[src/rtl/scmem_chan_retime_if.sv]
// scmem_chan_retime_if
//   Handshake bundle for the multi-channel retiming buffer. Each vector
//   carries NCHAN channels packed side by side, with channel c in slice c.
//
//   Signals:
//     din       NCHAN*WIDTH  upstream payload
//     din_valid NCHAN        upstream valid
//     din_retry NCHAN        retry back to upstream
//     q         NCHAN*WIDTH  head payload toward downstream
//     q_valid   NCHAN        head valid
//     q_retry   NCHAN        downstream retry
//     flush     1            synchronous clear of every channel
//     occ       NCHAN*CW     occupancy per channel
//     drop_cnt  NCHAN*16     discarded-entry count per channel
//
//   Modports:
//     master  the side that drives traffic in and consumes the outputs
//     slave   the retiming buffer itself
interface scmem_chan_retime_if #(
  parameter int WIDTH = 64,
  parameter int DEPTH = 2,
  parameter int NCHAN = 4
);
  localparam int CW = $clog2(DEPTH + 1);

  logic [NCHAN*WIDTH-1:0] din;
  logic [NCHAN-1:0]       din_valid;
  logic [NCHAN-1:0]       din_retry;
  logic [NCHAN*WIDTH-1:0] q;
  logic [NCHAN-1:0]       q_valid;
  logic [NCHAN-1:0]       q_retry;
  logic                   flush;
  logic [NCHAN*CW-1:0]    occ;
  logic [NCHAN*16-1:0]    drop_cnt;

  modport master (
    output din, din_valid, q_retry, flush,
    input  din_retry, q, q_valid, occ, drop_cnt
  );

  modport slave (
    input  din, din_valid, q_retry, flush,
    output din_retry, q, q_valid, occ, drop_cnt
  );
endinterface

[src/rtl/scmem_chan_retime.sv]
// scmem_chan_retime
//   NCHAN independent valid/retry retiming FIFOs, DEPTH entries each.
//   Every handshake output is decoded purely from flops, so no path exists
//   from din/din_valid/q_retry to any output. Channels selected by
//   DROP_MASK never assert retry; when full and not draining they overwrite
//   the oldest entry and bump a saturating 16-bit drop counter.
//
//   Ports:
//     clk    rising-edge clock
//     reset  asynchronous, active-low; clears all state
//     bus    scmem_chan_retime_if.slave (payload, handshakes, flush,
//            occupancy and drop counters)
module scmem_chan_retime #(
  parameter int               WIDTH     = 64,
  parameter int               DEPTH     = 2,
  parameter int               NCHAN     = 4,
  parameter logic [NCHAN-1:0] DROP_MASK = '0
) (
  input  logic                    clk,
  input  logic                    reset,
  scmem_chan_retime_if.slave      bus
);
  localparam int CW = $clog2(DEPTH + 1);
  localparam int PW = $clog2(DEPTH);

  // Pointer arithmetic relies on natural wrap, so DEPTH must be 2^n, n>=1.
  if (DEPTH < 2 || (DEPTH & (DEPTH - 1)) != 0) begin : g_bad_depth
    $error("scmem_chan_retime: DEPTH must be a power of two >= 2");
  end

  for (genvar c = 0; c < NCHAN; c++) begin : g_chan
    localparam bit IS_DROP = DROP_MASK[c];

    logic [WIDTH-1:0] mem_q [DEPTH];
    logic [WIDTH-1:0] mem_d [DEPTH];
    logic [PW-1:0]    wr_ptr_q, wr_ptr_d;
    logic [PW-1:0]    rd_ptr_q, rd_ptr_d;
    logic [CW-1:0]    count_q, count_d;
    logic [15:0]      drop_cnt_q, drop_cnt_d;

    logic [WIDTH-1:0] din_c;
    logic             full;
    logic             q_valid_c;
    logic             din_retry_c;
    logic             push;
    logic             pop;
    logic             overwrite;

    assign din_c       = bus.din[c*WIDTH +: WIDTH];
    assign full        = (count_q == CW'(DEPTH));
    assign q_valid_c   = (count_q != '0);
    assign din_retry_c = IS_DROP ? 1'b0 : full;

    assign push = bus.din_valid[c] & ~din_retry_c;
    assign pop  = q_valid_c & ~bus.q_retry[c];

    // Only reachable in drop mode: a normal channel retries when full.
    assign overwrite = full & push & ~pop;

    always_comb begin
      mem_d      = mem_q;
      wr_ptr_d   = wr_ptr_q;
      rd_ptr_d   = rd_ptr_q;
      count_d    = count_q;
      drop_cnt_d = drop_cnt_q;

      if (bus.flush) begin
        // Handshakes in this cycle still complete at the interface, but
        // accepted data is discarded and the drop counter is left alone.
        wr_ptr_d = '0;
        rd_ptr_d = '0;
        count_d  = '0;
      end else begin
        if (push) begin
          mem_d[wr_ptr_q] = din_c;
          wr_ptr_d        = wr_ptr_q + PW'(1);
        end
        if (pop || overwrite) begin
          rd_ptr_d = rd_ptr_q + PW'(1);
        end
        if (overwrite) begin
          if (drop_cnt_q != 16'hFFFF) begin
            drop_cnt_d = drop_cnt_q + 16'd1;
          end
        end else begin
          count_d = count_q + CW'(push) - CW'(pop);
        end
      end
    end

    always_ff @(posedge clk or negedge reset) begin
      if (!reset) begin
        for (int i = 0; i < DEPTH; i++) begin
          mem_q[i] <= '0;
        end
        wr_ptr_q   <= '0;
        rd_ptr_q   <= '0;
        count_q    <= '0;
        drop_cnt_q <= '0;
      end else begin
        mem_q      <= mem_d;
        wr_ptr_q   <= wr_ptr_d;
        rd_ptr_q   <= rd_ptr_d;
        count_q    <= count_d;
        drop_cnt_q <= drop_cnt_d;
      end
    end

    assign bus.din_retry[c]            = din_retry_c;
    assign bus.q_valid[c]              = q_valid_c;
    assign bus.q[c*WIDTH +: WIDTH]     = q_valid_c ? mem_q[rd_ptr_q] : '0;
    assign bus.occ[c*CW +: CW]         = count_q;
    assign bus.drop_cnt[c*16 +: 16]    = drop_cnt_q;
  end
endmodule

[src/flat_wrapper.sv]
// flat-port wrapper written by rule: the top's interface ports become plain ports
module scmem_chan_retime_flat 
#(
  parameter int               WIDTH     = 64,
  parameter int               DEPTH     = 2,
  parameter int               NCHAN     = 4,
  parameter logic [NCHAN-1:0] DROP_MASK = '0
)
  (clk, reset, bus_din, bus_din_valid, bus_q_retry, bus_flush, bus_din_retry, bus_q, bus_q_valid, bus_occ, bus_drop_cnt);
  scmem_chan_retime_if #(.WIDTH(WIDTH), .DEPTH(DEPTH), .NCHAN(NCHAN)) bus_i ();
  input  logic clk;
  input  logic reset;
  input wire logic [$bits(bus_i.din)-1:0] bus_din;
  input wire logic [$bits(bus_i.din_valid)-1:0] bus_din_valid;
  input wire logic [$bits(bus_i.q_retry)-1:0] bus_q_retry;
  input wire logic [$bits(bus_i.flush)-1:0] bus_flush;
  output wire logic [$bits(bus_i.din_retry)-1:0] bus_din_retry;
  output wire logic [$bits(bus_i.q)-1:0] bus_q;
  output wire logic [$bits(bus_i.q_valid)-1:0] bus_q_valid;
  output wire logic [$bits(bus_i.occ)-1:0] bus_occ;
  output wire logic [$bits(bus_i.drop_cnt)-1:0] bus_drop_cnt;
  assign bus_i.din = bus_din;
  assign bus_i.din_valid = bus_din_valid;
  assign bus_i.q_retry = bus_q_retry;
  assign bus_i.flush = bus_flush;
  assign bus_din_retry = bus_i.din_retry;
  assign bus_q = bus_i.q;
  assign bus_q_valid = bus_i.q_valid;
  assign bus_occ = bus_i.occ;
  assign bus_drop_cnt = bus_i.drop_cnt;
  scmem_chan_retime #(.WIDTH(WIDTH), .DEPTH(DEPTH), .NCHAN(NCHAN), .DROP_MASK(DROP_MASK)) u_core (.clk(clk), .reset(reset), .bus(bus_i));
endmodule
[config.mk]
export PLATFORM = sky130hd
export DESIGN_NAME = scmem_chan_retime_flat
export DESIGN_NICKNAME = d
export VERILOG_FILES = /design/src/rtl/scmem_chan_retime_if.sv /design/src/rtl/scmem_chan_retime.sv /design/src/flat_wrapper.sv
export SDC_FILE = /design/constraint.sdc
export NUM_CORES = 1
export LEC_CHECK = 0
export BUFFER_PORTS_ARGS = -buffer_cell sky130_fd_sc_hd__buf_2
export CAP_MARGIN = 20
export CORE_AREA = 2 2 235 237
export DETAILED_ROUTE_END_ITERATION = 16
export DIE_AREA = 0 0 237 239
export PLACE_DENSITY = 0.74
export SYNTH_ARGS = -nofsm -noshare
export SYNTH_HDL_FRONTEND = slang
export SYNTH_SLANG_ARGS = --single-unit
[constraint.sdc]
create_clock -name clk -period 5.9 [get_ports clk]
set_input_delay 0.295 -clock clk [delete_from_list [all_inputs] [get_ports clk]]
set_output_delay 0.295 -clock clk [all_outputs]
set_load 0.005 [all_outputs]
==> out/results.ini <==
[place]
dp_hpwl_um=43100
gp_congestion=0.805
io_buffers=602

[clock_network]
cts_inserted_buffers=61
cts.sinks=592
post_cts_resized=0
clock_path_buffers=3
htreeDepth=2
clock_latency_ns=0.62
cts_tree=done
clkTransAtPathRegs_ns=0.06
clk_root_buffer_cell=clkbuf_16

[hold_path]
hold_path_end=u_core.g_chan[2].wr_ptr_q
whs_path_depth=4
min_from=bus_din_valid[2]
hp-class=in2reg

[grt]
grt_max_degree=180
overflow=0
grt_usage=0.232
grt_pass1_wl_um=105000
grt_antenna_before_repair=9
first_global_vias=19300

[floorplanning]
die_y_um=239
io_pins=603
start_util=0.473
die_area_um2=56600
rows=86
core_um2=54300
die_w_um=237

[synthesis]
synth_nets=2160
yosysSeqAreaShare=0.577
netlist_area_um2=25700
netlist.area_leader.share=0.577
synth_area_leaders=dfrtp_1 (58%), mux2_2 (21%), mux2i_1 (10%)
synth_top_cell_by_area=dfrtp_1
syn_avg_cell_area_um2=13.6
ys_types=22
ys_ff_latch=592
postSynthCellCount=1886
yosysWarningCount=0

[timing]
fmax_mhz=336
worst_slew_pin_slew_ns=1.02
tns_ns=0
finalSetupViolations=0
finalClockSkew_ns=0.0231
relSlewSlack=0.320
rsz0062_at_grt=false
final.min_clock_period_ns=2.98
timing_hold_violations_final=0
report.final.slew_viol_count=0
post-route-period-util=0.505

[detailed_routing]
wl_met2_um=33300
drt-met1-wl_um=26900
drt_wl_total_um=67100
post_drt_wl_per_cell_um=19.7
route.met3.wl_um=4390
firstDrtPassIters=5
dr_total_vias=17500
route.detailed.drc=0
dr.max_layer_used=met5
antenna_left=0
drt-initial-drc-count=912
via_per_inst=5.15

[setup_path]
cp_max_fo=39
arrival_ns=2.69
crit_type=reg2out
r2r-end=u_core.g_chan[1].mem_q[82]
end_kind=output port
r2r-start=u_core.g_chan[1].count_q[0]
r2r_cells=4
reg2reg_slack_ns=3.22
cp_data_required_time_ns=5.61
crit_path_start_kind=register

[job]
maxCapViolCount=0

[status]
status=complete, no violations

[cells_and_area]
utilization=0.617
area_growth_pct=30.6
drive_gt1_frac=0.450
n_fill_cell=4028
num-nets-final=2925

[power_and_ir_drop]
peakVddDrop_v=0.000345
power_density_nw_per_um2=464
p_leak_nw=15.7

[critical path, stage by stage (launching register included)]
cell	delay (ns)
dfrtp_4	0.91
buf_4	0.58
mux2i_1	0.35
nor2_1	0.07
buf_2	0.16
[cell type report]
cell class | instances | area, um2 | share of cell area
Sequential cell | 592 | 14800 | 0.442
Antenna cell | 6 | 15.0 | 0.000448
Clock buffer | 93 | 1770 | 0.0527
Timing Repair Buffer | 884 | 5850 | 0.174
Multi-Input combinational cell | 1098 | 9860 | 0.294
Clock inverter | 18 | 278 | 0.00828
Inverter | 14 | 52.6 | 0.00157
Tap cell | 704 | 881 | 0.0263
[synthesized netlist by cell type]
master,instances
dfrtp_1,592
buf_1,27
buf_6,30
mux2i_1,256
xor2_1,4
inv_1,14
mux2_1,30
and2b_4,3
nor4_4,4
nor2b_1,5
buf_2,24
ha_1,7
nand2_1,3
or4b_1,4
o21ai_0,9
nor2_1,272
mux2_2,482
a21oi_1,8
clkbuf_1,90
xnor2_1,3
or3_1,8
buf_4,11
[report_power, final]
part | switching (W) | leakage (nW) | internal [W]
clock network | 0.00159 | 0.989 | 0.00232
logic | 0.00247 | 7.53 | 0.00269
registers | 0.000889 | 7.17 | 0.00559
total | 0.00495 | 15.7 | 0.0106
[through the flow]
step / hold WS [ns] / area (um2) / std cells / power, W / worst slack [ns]
detailed placement: 0.360 / 28800 / 3030 / 0.0115 / 3.04
global placement: 0.360 / 28800 / 3030 / 0.0112 / 3.07
global route: 0.141 / 33500 / 3409 / 0.0164 / 2.77
CTS: 0.0906 / 33500 / 3402 / 0.0156 / 2.84
finish: 0.134 / 33500 / 3409 / 0.0156 / 2.92
floorplan: -0.000591 / 25700 / 1886 / 0.00947 / 3.86
[routing by layer]
| layer | track usage | up-vias |
|---|---|---|
| li1 | - | 7968 |
| met4 | 0.0909 | 6 |
| met1 | 0.282 | 8889 |
| met3 | 0.0629 | 150 |
| met2 | 0.395 | 528 |
| met5 | 0 | - |
[cell families (layout without fill, tap and decap cells)]
kind of cell	after synthesis	count (layout)	share of synthesized area
AO/OA/AOI/OAI	17	17	0.00331
XOR/XNOR	7	7	0.00239
adder cells (fa/ha/maj)	7	7	0.00341
buffers and inverters	196	1009	0.0402
flip-flops	592	592	0.577
multiplexers	768	768	0.324
other	0	6	0
AND/OR/NAND/NOR	299	299	0.0494
[worst max path at each step]
stage / start / endpoint / cells after the start
3_5_place_dp: bus_flush / u_core.g_chan[1].mem_q[108] / 5
4_1_cts: u_core.g_chan[2].rd_ptr_q / bus_q[147] / 4
6_report: u_core.g_chan[2].rd_ptr_q / bus_q[147] / 4
2_1_floorplan: u_core.g_chan[3].count_q[1] / u_core.g_chan[3].count_q[0] / 8
5_1_grt: u_core.g_chan[2].rd_ptr_q / bus_q[147] / 4
3_3_place_gp: bus_flush / u_core.g_chan[1].mem_q[83] / 5
[state kept, by name, summed over array words and instances, names as in the netlist]
signal and count:
u_core.g_chan.count_q 8, u_core.g_chan.drop_cnt_q 64, u_core.g_chan.mem_q 512, u_core.g_chan.wr_ptr_q 4, u_core.g_chan.rd_ptr_q 4
[cells in the final DEF (no fill, tap or decap), types with 4 or more instances in the layout]
master         instances
a21oi_1                8
buf_2                601
buf_4                 17
bufinv_16              6
clkbuf_1              20
clkbuf_16             61
clkbuf_8              12
clkinv_2               5
dfrtp_1              588
dfrtp_4                4
diode_2                6
dlygate4sd3_1        261
ha_1                   7
inv_1                 14
mux2_1                30
mux2_2               482
mux2i_1              256
nor2_1               268
nor2_4                 4
nor2b_1                5
nor4_4                 4
o21ai_0                9
or3_1                  8
xor2_1                 4
[what timing repair did]
action	CTS	global route
setup buffers	0	0
hold endpoints to repair	634	0
hold buffers	261	0
Power figures use the tool's default switching activity.
